==> src/rtl/regfile_seq_pkg.sv <==
// Shared types and MIPS opcode constants for the register-file sequencer.
package regfile_seq_pkg;

  typedef enum logic [2:0] {
    IDLE,
    READ,
    ISSUE,
    WAIT,
    WB
  } state_t;

  localparam logic [5:0] OP_RTYPE = 6'h00;
  localparam logic [5:0] OP_J     = 6'h02;
  localparam logic [5:0] OP_BEQ   = 6'h04;
  localparam logic [5:0] OP_BNE   = 6'h05;
  localparam logic [5:0] OP_ADDI  = 6'h08;
  localparam logic [5:0] OP_ADDIU = 6'h09;
  localparam logic [5:0] OP_SLTI  = 6'h0A;
  localparam logic [5:0] OP_ANDI  = 6'h0C;
  localparam logic [5:0] OP_ORI   = 6'h0D;
  localparam logic [5:0] OP_LUI   = 6'h0F;
  localparam logic [5:0] OP_LW    = 6'h23;
  localparam logic [5:0] OP_SW    = 6'h2B;

endpackage

==> src/rtl/rf_dest_decode.sv <==
// Combinational decode of writeback destination, write enable and immediate.
module rf_dest_decode
  import regfile_seq_pkg::*;
#(
  parameter int unsigned DATA_W = 32,
  parameter int unsigned ADDR_W = 5
) (
  input  logic [31:0]       instr,
  output logic [ADDR_W-1:0] dest,
  output logic              wb_en,
  output logic [DATA_W-1:0] op_imm
);

  logic [5:0] opcode;
  logic       writes_reg;
  logic       zext;
  logic       unused_rs;

  // rs only feeds the read port, never the writeback path
  assign unused_rs = ^instr[25:21];

  // Destination select, register-0 suppression and immediate extension
  always_comb begin
    opcode     = instr[31:26];
    writes_reg = 1'b0;
    dest       = '0;
    case (opcode)
      OP_RTYPE: begin
        writes_reg = 1'b1;
        dest       = ADDR_W'(instr[15:11]);
      end
      OP_ADDI, OP_ADDIU, OP_SLTI, OP_ANDI, OP_ORI, OP_LUI, OP_LW: begin
        writes_reg = 1'b1;
        dest       = ADDR_W'(instr[20:16]);
      end
      default: writes_reg = 1'b0;
    endcase
    wb_en  = writes_reg && (dest != '0);
    zext   = (opcode == OP_ANDI) || (opcode == OP_ORI);
    op_imm = zext ? {{(DATA_W-16){1'b0}}, instr[15:0]}
                  : {{(DATA_W-16){instr[15]}}, instr[15:0]};
  end

endmodule

==> src/rtl/regfile_sequencer.sv <==
// Operand-fetch / writeback sequencer for the multi-cycle MIPS datapath.
module regfile_sequencer
  import regfile_seq_pkg::*;
#(
  parameter int unsigned DATA_W = 32,
  parameter int unsigned ADDR_W = 5
) (
  input  logic              clk,
  input  logic              reset,
  input  logic              instr_valid,
  output logic              instr_ready,
  input  logic [31:0]       instr,
  output logic [ADDR_W-1:0] read1,
  output logic [ADDR_W-1:0] read2,
  input  logic [DATA_W-1:0] data1,
  input  logic [DATA_W-1:0] data2,
  output logic [ADDR_W-1:0] reg_write,
  output logic [DATA_W-1:0] wdata,
  output logic              write,
  output logic              op_valid,
  input  logic              op_ready,
  output logic [DATA_W-1:0] op_a,
  output logic [DATA_W-1:0] op_b,
  output logic [DATA_W-1:0] op_imm,
  output logic [5:0]        op_code,
  output logic [5:0]        op_funct,
  input  logic              res_valid,
  input  logic [DATA_W-1:0] res_data,
  output logic              res_ready
);

  state_t            state;
  state_t            state_nx;
  logic [31:0]       instr_q;
  logic [DATA_W-1:0] res_q;
  logic [ADDR_W-1:0] dest;
  logic              wb_en;

  rf_dest_decode #(
    .DATA_W(DATA_W),
    .ADDR_W(ADDR_W)
  ) u_dec (
    .instr (instr_q),
    .dest  (dest),
    .wb_en (wb_en),
    .op_imm(op_imm)
  );

  assign read1    = ADDR_W'(instr_q[25:21]);
  assign read2    = ADDR_W'(instr_q[20:16]);
  assign op_code  = instr_q[31:26];
  assign op_funct = instr_q[5:0];

  // State register
  always_ff @(posedge clk or posedge reset) begin
    if (reset) state <= IDLE;
    else       state <= state_nx;
  end

  // Instruction, operand and result capture registers
  always_ff @(posedge clk or posedge reset) begin
    if (reset) begin
      instr_q <= '0;
      op_a    <= '0;
      op_b    <= '0;
      res_q   <= '0;
    end else begin
      if (state == IDLE && instr_valid) instr_q <= instr;
      if (state == READ) begin
        op_a <= data1;
        op_b <= data2;
      end
      if (state == WAIT && res_valid) res_q <= res_data;
    end
  end

  // Next-state and handshake / write-port outputs
  always_comb begin
    state_nx    = state;
    instr_ready = 1'b0;
    op_valid    = 1'b0;
    res_ready   = 1'b0;
    write       = 1'b0;
    reg_write   = '0;
    wdata       = '0;
    case (state)
      IDLE: begin
        instr_ready = !reset;
        if (instr_valid) state_nx = READ;
      end
      READ: state_nx = ISSUE;
      ISSUE: begin
        op_valid = 1'b1;
        if (op_ready) state_nx = WAIT;
      end
      WAIT: begin
        res_ready = 1'b1;
        if (res_valid) state_nx = wb_en ? WB : IDLE;
      end
      WB: begin
        write     = 1'b1;
        reg_write = dest;
        wdata     = res_q;
        state_nx  = IDLE;
      end
      default: state_nx = IDLE;
    endcase
  end

endmodule

==> config.mk <==
export PLATFORM = sky130hd
export DESIGN_NAME = regfile_sequencer
export DESIGN_NICKNAME = d
export VERILOG_FILES = /design/src/rtl/regfile_seq_pkg.sv /design/src/rtl/rf_dest_decode.sv /design/src/rtl/regfile_sequencer.sv
export SDC_FILE = /design/constraint.sdc
export NUM_CORES = 1
export LEC_CHECK = 0
export CAP_MARGIN = 20
export CELL_PAD_IN_SITES_DETAIL_PLACEMENT = 1
export CELL_PAD_IN_SITES_GLOBAL_PLACEMENT = 2
export CORE_ASPECT_RATIO = 0.7
export CORE_MARGIN = 5
export CORE_UTILIZATION = 42
export CTS_CLUSTER_DIAMETER = 150
export DETAILED_ROUTE_END_ITERATION = 16
export DONT_BUFFER_PORTS = 1
export PLACE_DENSITY_LB_ADDON = 0.1
export SLEW_MARGIN = 25
export SYNTH_ARGS = -nofsm -noshare
export SYNTH_HDL_FRONTEND = slang
export SYNTH_SLANG_ARGS = --single-unit
export TNS_END_PERCENT = 5
==> constraint.sdc <==
create_clock -name clk -period 12.15 [get_ports clk]
set_input_delay 3.0375 -clock clk [delete_from_list [all_inputs] [get_ports clk]]
set_output_delay 3.0375 -clock clk [all_outputs]
set_load 0.02 [all_outputs]
* Word-level counts from Yosys, hierarchy flattened
Cells that the tools add are included. W data, S select, Z words.
Word-level totals: output and inout bits 159, input port bits 133, flip-flop bits (word level) 131
Cells by class: mux-type cells 14, reduce and logical (&&, ||, !) cells 11, equality and inequality tests 14
Operator list (number):
- $mux W32 | 2
- $eq A6 B4 Y1 const B | 6
- $mux W3 | 4
- $pmux W3 S4 | 1
- $pmux W5 S2 | 1
- $reduce_or A8 Y1 | 1
- $reduce_or A7 Y1 | 1
- $eq A3 B2 Y1 const B | 2
- $eq A6 B6 Y1 const B | 1
- $logic_not A6 Y1 | 1
- $ne A2 B2 Y1 const B | 3
- $mux W1 | 5
- $mux W5 | 1
- $reduce_bool A5 Y1 | 1
- $eq A3 B1 Y1 const B | 1
- $eq A3 B3 Y1 const B | 1
- $logic_and A1 B1 Y1 | 3
- $logic_not A3 Y1 | 1
- $reduce_and A3 Y1 | 1
- $logic_not A1 Y1 | 1
- $logic_or A1 B1 Y1 | 1

* Longest topological paths before layout
Gate-level depths: netlist of run 1.
word-level depth 8, gate-level depth with buffers 6, depth with buffers taken out 4

* Hierarchy
A second synthesis of run 1 with hierarchy kept.
Unflattened totals: cells, all modules 408, area, all modules 6122.1 µm²
Modules (own cells, without submodules):
- regfile_sequencer | area an instance 5724.2 µm², cells each 354, instances 1
- rf_dest_decode | area an instance 397.9 µm², cells each 54, instances 1

* Worst setup path before layout of run 1
Ideal clock, no wire load.
path kind input-to-output, start input port reset, end output port instr_ready, stages 1, setup slack 5.448 ns, data arrival time 3.665 ns, path buffers 0, cells stage by stage nor4_1
Between the ends: cells in the longest elaborated chain, start to end 2
RTL lines:
- start, declared | line regfile_sequencer.sv:9 | input logic reset,
- $logic_not A1 Y1 | line regfile_sequencer.sv:88 | instr_ready = !reset;
- $mux W1 | line regfile_sequencer.sv:86 | case (state)
- end, declared | line regfile_sequencer.sv:11 | output logic instr_ready,
Every way passes these cells.

* Worst setup path after layout of run 1
Ends and elaborated chain as after synthesis.

==> results of run 1 <==
## worst paths after layout
check,start,endpoint,slack (ns),cells past startpoint
max,reset,instr_ready,5.40,1
min,res_q[10],res_q[10],0.50,1
max reg2reg,state[2],state[2],9.99,6
min reg2reg,res_q[10],res_q[10],0.50,1
max in group asynchronous,reset,res_q[24],8.38,2
min in group asynchronous,reset,state[0],2.58,1
## cell usage in the layout (no fill, tap or decap)
| cell | instances |
|---|---|
| a21boi_4 | 1 |
| a22oi_1 | 1 |
| a31o_2 | 1 |
| a32oi_1 | 1 |
| and2_1 | 1 |
| and3_1 | 34 |
| and3b_1 | 1 |
| buf_12 | 1 |
| buf_4 | 5 |
| buf_6 | 1 |
| bufinv_16 | 5 |
| clkbuf_16 | 17 |
| clkinv_4 | 5 |
| clkinvlp_4 | 1 |
| dfrtp_1 | 131 |
| diode_2 | 1 |
| inv_1 | 2 |
| inv_4 | 1 |
| inv_6 | 3 |
| mux2_1 | 2 |
| mux2_2 | 125 |
| mux2i_1 | 1 |
| nand2_1 | 2 |
| nand3_1 | 5 |
| nand3b_1 | 5 |
| nand4b_1 | 1 |
| nor2_1 | 7 |
| nor3_1 | 1 |
| nor3b_1 | 1 |
| nor3b_2 | 1 |
| nor4_1 | 1 |
| nor4b_4 | 1 |
| o211ai_1 | 1 |
| o21ai_0 | 9 |
| or4_1 | 2 |
## synth_stat cells (all sizes together)
cell      n  area share, %
a22oi     1           0.14
mux2i     1           0.18
buf      37            5.1
and2      1           0.11
nor2      7           0.48
nor3      1          0.090
nor4      1           0.11
nand4b    1           0.16
nand3b    5           0.68
nor4b     1           0.43
o211ai    1           0.14
mux2    127             26
and3b     1           0.16
inv       3           0.20
nor3b     2           0.27
dfrtp   131             59
or4       2           0.27
nand3     5           0.45
clkbuf    8           0.54
a32oi     1           0.16
a21boi    1           0.14
o21ai     9           0.82
nand2     2           0.14
and3     34            3.8
a31o      1           0.16
## where the power goes
part	internal (uW)	total (uW)	switching (uW)
clock	367	564	197
combinational	251	463	211
sequential	659	1070	408
total	1280	2090	816
## stage by stage
stage               cell area, um2  util (%)  setup WS [ns]  instances
finish                        6160      47.4           5.40        544
global route                  6160      47.4           5.36        543
CTS                           6160      47.3           5.40        543
detailed placement            5500      42.3           5.40        512
global placement              5500      42.3           5.38        512
floorplan                     5530         -           5.45        384
## flip-flops by register name, indices dropped and copies added, names as in the netlist
| name | count |
|---|---|
| state | 3 |
| op_a | 32 |
| res_q | 32 |
| instr_q | 32 |
| op_b | 32 |
## cells by family after synthesis
kind of cell / Yosys count
flip-flops: 131
multiplexers: 128
AND/OR/NAND/NOR: 63
buffers and inverters: 48
AO/OA/AOI/OAI: 14
## layer usage
layer	share of wire (%)	up-vias	global-route usage (%)
li1	-	1306	-
met4	1.9	0	7.31
met2	50	160	29.1
met5	0	-	0
met3	11	23	9.54
met1	37	1562	19.7
## area by class of cell
cell class                      count  share of cell area [%]
Sequential cell                   131                    53.2
Multi-Input combinational cell    205                    31.5
Clock buffer                       17                    6.90
Clock inverter                     14                    3.69
Tap cell                          166                    3.37
Timing Repair Buffer                7                    1.12
Inverter                            3                   0.223
Antenna cell                        1                  0.0406
==> reports/metrics.yaml, run 1 <==
pwr:
  p_leak_uw: 0.00271
  ir_drop_v: 0.000135
  powerDensity_nw_per_um2: 340
  finalPower_uw: 2090
global_route:
  grt.overflow.total: 0
  grt_max_degree: 84
  grt_pass1_wl_um: 21300
  antenna_found_initial: 0
  track_usage_pct: 17.9
  grt_pass1_vias: 3482
critical_path:
  start_kind: "input port"
  cp_num_buf_inv: 0
  cp_max_fo: 2
  slowest_delay_ns: 0.67
  arrival_ns: 3.71
  crit_chain: "nor4_1"
  end_kind: "primary output"
  cpLargestDelayFamily: "simple AND/OR/NAND/NOR gates"
  crit_type: "in2out"
  worstPathRequired_ns: 9.11
  slowest_stage: "nor4_1"
drt:
  ant_nets: 0
  dr.pass1.iters: 4
  num_vias: 3051
  avgViaCountPerCell: 5.61
  drc: 0
  wl_per_cell_um: 25.5
  finalWirelength_um: 13900
  drt_iter0_markers: 116
sta:
  rsz0062_at_grt: "no"
  hold_violations: 0
  tightest_slew_ns: 1.07
  fmax_mhz: 148
  finalSetupViolations: 0
  maxSlewViolCount: 0
  setup-tns-final_ns: 0
  period_minus_slack_ns: 6.75
  skew_ns: 0.0123
  slew_headroom_pct: 28.3
  period_share_pct: 55.5
  fin_hold_ws_ns: 0.497
placement:
  dp_hpwl_um: 9950
  port_buffers: 0
  globalplace.congestion: 0.764
floorplanning:
  num_io_pins: 292
  rows: 35
  fp.dieArea_um2: 15600
  start_util_pct: 42.5
  core_area_um2: 13000
  die_x_um: 147
  die_h_um: 106
clocking:
  postCtsSetupBuffers: 0
  clock_sinks: 131
  cts_max_level: 4
  clock-root-buffer: "clkbuf_16"
  cts_buffer_depth: 2
  cts_buffers: 17
  cts.repair.resized: 0
  cts_tree: "done"
  cts_hold_repair.buffers: 0
  clkTransAtPathRegs_ns: 0.06
  clock_latency_ns: 0.41
synthesis:
  synthCells: 384
  syn_area_um2: 5530
  synth_xor_area_share_pct: 0
  ys_ff_latch: 131
  synthDistinctLibCells: 28
  yosys-mux-area-fraction_pct: 26.1
  synthesis.nets: 517
  yosysSeqAreaShare_pct: 59.3
  synth_top_family_by_area: "multiplexers"
  synth-simple-area-share_pct: 7.20
  synth_warnings: 0
  synth_compound_area_share_pct: 1.54
  postSynthAreaPerCell_um2: 14.4
  synthAdderAreaFrac_pct: 0
hold_path:
  hold_class: "reg2reg"
final_layout:
  final_layout_size_suffix_gt1_share_pct: 44.6
  syn_to_final_growth_pct: 11.5
  final-seq-area_um2: 3280
  num-fill-cells: 1273
  layout.nets: 498
  multi_input_area_um2: 1940
outcome:
  run_status: "complete, no violations"
run:
  drv_cap: 0
(Power assumes the default switching activity.)
==> inputs of run 2 (changes only) <==
Settings changed: CORE_UTILIZATION 42 to 39.
Clock period 12.15 ns to 6.35 ns, I/O delays scaled along.
==> reports/metrics.yaml, run 2 (synthesized netlist as in run 1, its figures left out) <==
outcome:
  run_status: "complete, no violations"
pwr:
  p_leak_uw: 0.00266  # -1.7%
  powerDensity_nw_per_um2: 632  # +86%
  ir_drop_v: 0.000233  # +73%
sta:
  period_minus_slack_ns: 3.98
  fmax_mhz: 251
  skew_ns: 0.00490  # -0.00740 ns
  period_share_pct: 62.7
  rsz0062_at_grt: "no"
  maxSlewViolCount: 0  # unchanged
  setup-tns-final_ns: 0  # unchanged
  finalSetupViolations: 0  # unchanged
  layout_setup_ws_ns: 2.37  # -3.04 ns
  hold_violations: 0  # unchanged
  slew_headroom_pct: 36.3  # +8.1 points
  tightest_slew_ns: 0.953  # -0.120 ns
clocking:
  cts_buffer_depth: 2  # unchanged
  clock-root-buffer: "clkbuf_16"
  cts_hold_repair.buffers: 0  # unchanged
  clock_latency_ns: 0.40  # about the same
  postCtsSetupBuffers: 0  # unchanged
  clkTransAtPathRegs_ns: 0.06  # about the same
  clock_sinks: 131  # unchanged
  cts.repair.resized: 0  # unchanged
  cts_tree: "done"
  cts_max_level: 4  # unchanged
  cts_buffers: 17  # unchanged
floorplanning:
  num_io_pins: 292  # unchanged
  core_area_um2: 13900  # +7.0%
  start_util_pct: 39.7  # -2.8 points
  rows: 36  # +2.9%
  die_x_um: 152  # +3.5%
  fp.dieArea_um2: 16700  # +7.1%
  die_h_um: 110  # +3.4%
hold_path:
  hold_class: "reg2reg"
global_route:
  grt.overflow.total: 0  # unchanged
  grt_pass1_wl_um: 20500  # -3.9%
  track_usage_pct: 15.9  # -1.9 points
  grt_max_degree: 70  # -17%
  antenna_found_initial: 1  # +1
  grt_pass1_vias: 3347  # -3.9%
critical_path:
  slowest_delay_ns: 0.62  # -0.05 ns
  worstPathRequired_ns: 4.76  # -4.35 ns
  cp_max_fo: 41  # +39
  crit_type: "reg2out"
  arrival_ns: 2.40  # -1.31 ns
  crit_chain: "buf_4, and2_1, nand3b_1, o21ai_0"
  end_kind: "primary output"
  cp_num_buf_inv: 1  # +1
  cpLargestDelayFamily: "simple AND/OR/NAND/NOR gates"
  slowest_stage: "o21ai_0"
  start_kind: "register"
placement:
  dp_hpwl_um: 9740  # -2.2%
  placed_cell_area_um2: 5540  # +0.64%
  port_buffers: 0  # unchanged
  dpl_worst_slack_ns: 2.49  # -2.91 ns
  globalplace.congestion: 0.726  # -4.9%
run:
  drv_cap: 0  # unchanged
drt:
  ant_nets: 0  # unchanged
  num_vias: 3012  # -1.3%
  dr.pass1.iters: 4  # unchanged
  drt_iter0_markers: 98  # -16%
  finalWirelength_um: 13600  # -1.8%
  wl_per_cell_um: 24.0  # -6.0%
  drc: 0  # unchanged
  avgViaCountPerCell: 5.30  # -5.4%
final_layout:
  final_layout_size_suffix_gt1_share_pct: 44.7  # +0.15 points
  layout.nets: 498  # unchanged
  final_cell_mix: "131 x dfrtp_1, 125 x mux2_2, 34 x and3_1"
  fin_area_um2: 6110  # -0.79%
  final_common_cell: "dfrtp_1"
  syn_to_final_growth_pct: 10.7
  antennaDiodeCount: 0  # -1
  multi_input_area_um2: 1940  # +0.13%
  final-seq-area_um2: 3280  # unchanged
  num-fill-cells: 1382  # +8.6%
  final_util_pct: 43.9  # -3.5 points
==> run 2: routing by layer <==
layer | vias up | wire length, um | global-route usage (%)
met4 | 2 | 116 | 5.00
met3 | 11 | 1580 | 8.85
met5 | - | 20 | 0
met1 | 1538 | 5240 | 18.5
li1 | 1302 | - | -
met2 | 159 | 6660 | 25.5
==> run 2: area by class of cell <==
cell class	count	share of cell area (%)
Multi-Input combinational cell	205	31.8
Tap cell	190	3.89
Clock buffer	18	7.02
Timing Repair Buffer	7	1.06
Clock inverter	14	2.39
Sequential cell	131	53.6
Inverter	3	0.266
==> run 2: worst paths after layout <==
path / cells after the start / to / slack [ns] / start
worst max-delay path: 4 / reg_write[3] / 2.37 / state[2]
worst min-delay path: 1 / res_q[24] / 0.50 / res_q[24]
worst max register to register: 4 / res_q[17] / 4.06 / state[2]
worst min register to register: 1 / res_q[24] / 0.50 / res_q[24]
max in group asynchronous: 2 / res_q[20] / 3.95 / reset
min in group asynchronous: 1 / res_q[17] / 1.14 / reset
==> run 2: where the power goes <==
part / switching (uW) / internal (uW)
Combinational: 399 / 482
Clock: 390 / 552
Sequential: 780 / 1260
Total: 1570 / 2290
==> run 2: worst register-to-register path, cell delays in order (launching register included) <==
cell      delay, ns
dfrtp_1        0.36
buf_4          0.25
nand4b_1       0.76
buf_4          0.50
mux2_2         0.30
==> run 2: per-stage QoR <==
step	hold WS (ns)	std cells	total power, uW
after floorplan	0.471	384	2810
after global placement	0.479	536	2920
after detailed placement	0.487	536	2960
after CTS	0.501	568	3920
after global routing	0.514	568	4080
final	0.497	568	3860
==> inputs of run 3 (changes only) <==
Clock period 6.35 ns to 3.7 ns, I/O delays scaled along.
==> reports/metrics.yaml, run 3 (synthesized netlist as in run 1, its figures left out) <==
final_layout:
  final_cell_mix: "131 x dfrtp_1, 125 x mux2_2, 34 x and3_1"
  final_common_cell: "dfrtp_1"
  num-fill-cells: 1367  # -1.1%
  antennaDiodeCount: 0  # unchanged
  layout.nets: 506  # +1.6%
  fin_area_um2: 6260  # +2.4%
  syn_to_final_growth_pct: 13.3
  multi_input_area_um2: 1940  # unchanged
  final_layout_size_suffix_gt1_share_pct: 46.0  # +1.3 points
  final-seq-area_um2: 3280  # unchanged
clocking:
  clkTransAtPathRegs_ns: 0.06  # about the same
  clock-root-buffer: "clkbuf_16"
  cts_max_level: 4  # unchanged
  cts.repair.resized: 0  # unchanged
  cts_tree: "done"
  postCtsSetupBuffers: 0  # unchanged
  cts_buffer_depth: 2  # unchanged
  cts_buffers: 17  # unchanged
  clock_latency_ns: 0.41  # about the same
  clock_sinks: 131  # unchanged
  cts_hold_repair.buffers: 0  # unchanged
global_route:
  track_usage_pct: 16.5  # +0.59 points
  grt_pass1_wl_um: 21100  # +3.2%
  grt_pass1_vias: 3453  # +3.2%
  antenna_found_initial: 2  # +1
  grt.overflow.total: 0  # unchanged
  grt_max_degree: 73  # +4.3%
floorplanning:
  die_h_um: 110  # unchanged
  start_util_pct: 39.7  # unchanged
  core_area_um2: 13900  # unchanged
  num_io_pins: 292  # unchanged
  fp.dieArea_um2: 16700  # unchanged
  rows: 36  # unchanged
  die_x_um: 152  # unchanged
critical_path:
  crit_chain: "and3b_1, a31o_2, a32oi_1, o21ai_0, buf_4"
  crit_type: "reg2out"
  slowest_stage: "dfrtp_1"
  cpLargestDelayFamily: "compound AO/OA/AOI/OAI gates"
  arrival_ns: 2.16  # -0.24 ns
  start_kind: "register"
  critPathLaunch: "instr_q[31]"
  end_kind: "primary output"
  worstPathRequired_ns: 2.77  # -1.99 ns
  cp_num_buf_inv: 1  # unchanged
  cp_max_fo: 6  # -85%
  r2r-start: "state[2]"
  slowest_delay_ns: 0.52  # -0.10 ns
sta:
  maxSlewViolCount: 0  # unchanged
  tightest_slew_ns: 0.889  # -0.0640 ns
  period_minus_slack_ns: 3.09
  setup-tns-final_ns: 0  # unchanged
  period_share_pct: 83.4
  skew_ns: 0.0145  # +0.00957 ns
  finalSetupViolations: 0  # unchanged
  slew_headroom_pct: 40.6  # +4.3 points
  layout_setup_ws_ns: 0.615  # -1.75 ns
  hold_violations: 0  # unchanged
  fmax_mhz: 324
  rsz0062_at_grt: "no"
placement:
  dp_hpwl_um: 10100  # +3.8%
  port_buffers: 0  # unchanged
  dpl_worst_slack_ns: 1.02  # -1.47 ns
  placed_cell_area_um2: 5610  # +1.3%
  globalplace.congestion: 0.743  # +2.3%
pwr:
  power_frac_seq_pct: 50.7  # -2.1 points
  switching_share_pct: 39.0  # -1.6 points
  ir_drop_v: 0.000364  # +56%
  combPwrFrac_pct: 22.4  # -0.4 points
  powerDensity_nw_per_um2: 1100  # +74%
  p_leak_uw: 0.00274  # +3.1%
  netSwitchingPower_uw: 2690  # +71%
  power.internal_uw: 4200  # +83%
  p_clk_share_pct: 26.9  # +2.5 points
drt:
  num_vias: 3123  # +3.7%
  drc: 0  # unchanged
  wl_per_cell_um: 24.3  # +1.5%
  ant_nets: 0  # unchanged
  finalWirelength_um: 14000  # +2.7%
  dr.pass1.iters: 4  # unchanged
  avgViaCountPerCell: 5.43  # +2.4%
  drt_iter0_markers: 80  # -18%
run:
  drv_cap: 0  # unchanged
hold_path:
  min_from: "res_q[0]"
  hold_class: "reg2reg"
outcome:
  run_status: "complete, no violations"
[run 3: cell count changes in the layout (fill, tap and decap cells not counted)]
cell,change
buf_4,+7
buf_12,+1
clkinvlp_4,-1
clkbuf_1,-1
clkinv_4,+2
inv_6,-2
bufinv_16,+4
inv_8,-3
[run 3: stage by stage]
stage	power, uW	util [%]	instances	hold slack [ns]
3_5_place_dp	5110	40.3	544	0.487
6_report	6890	45.0	575	0.499
5_1_grt	7260	45.0	575	0.517
2_1_floorplan	4820	-	384	0.471
3_3_place_gp	5020	40.3	544	0.478
4_1_cts	6990	45.0	575	0.500
[run 3: path summary, 6_finish.rpt]
| path | end | slack, ns | depth (start not counted) |
|---|---|---|---|
| max | reg_write[4] | 0.61 | 5 |
| min | res_q[0] | 0.50 | 1 |
| max reg2reg | op_b[13] | 1.67 | 4 |
| min reg2reg | res_q[0] | 0.50 | 1 |
| max in group asynchronous | op_b[22] | 2.35 | 2 |
| min in group asynchronous | state[1] | 0.52 | 1 |
[run 3: area by class of cell]
| cell class | count | share of cell area, % |
|---|---|---|
| flip-flops and latches | 131 | 52.3 |
| multi-input cells | 205 | 31.0 |
| clock buffers | 17 | 6.79 |
| well taps | 190 | 3.80 |
| clock inverters | 14 | 3.62 |
| repair buffers | 15 | 2.20 |
| inverters | 3 | 0.240 |
[run 3: power by group through the flow]
stage	sequential [uW]	combinational (uW)	clock [uW]
after floorplan	3210	1610	0
after global routing	3600	1690	1970
final	3500	1540	1850
after CTS	3520	1570	1900
after detailed placement	3530	1580	0
after global placement	3510	1510	0
[run 3: routing by layer]
metal	track usage [%]	vias to the layer above	share of wire, %	routed length (um)
met2	25.8	165	48	6730
met1	19.0	1607	38	5300
met3	9.64	23	12	1680
met5	0	-	0.27	38
li1	-	1324	-	-
met4	6.22	4	1.7	244
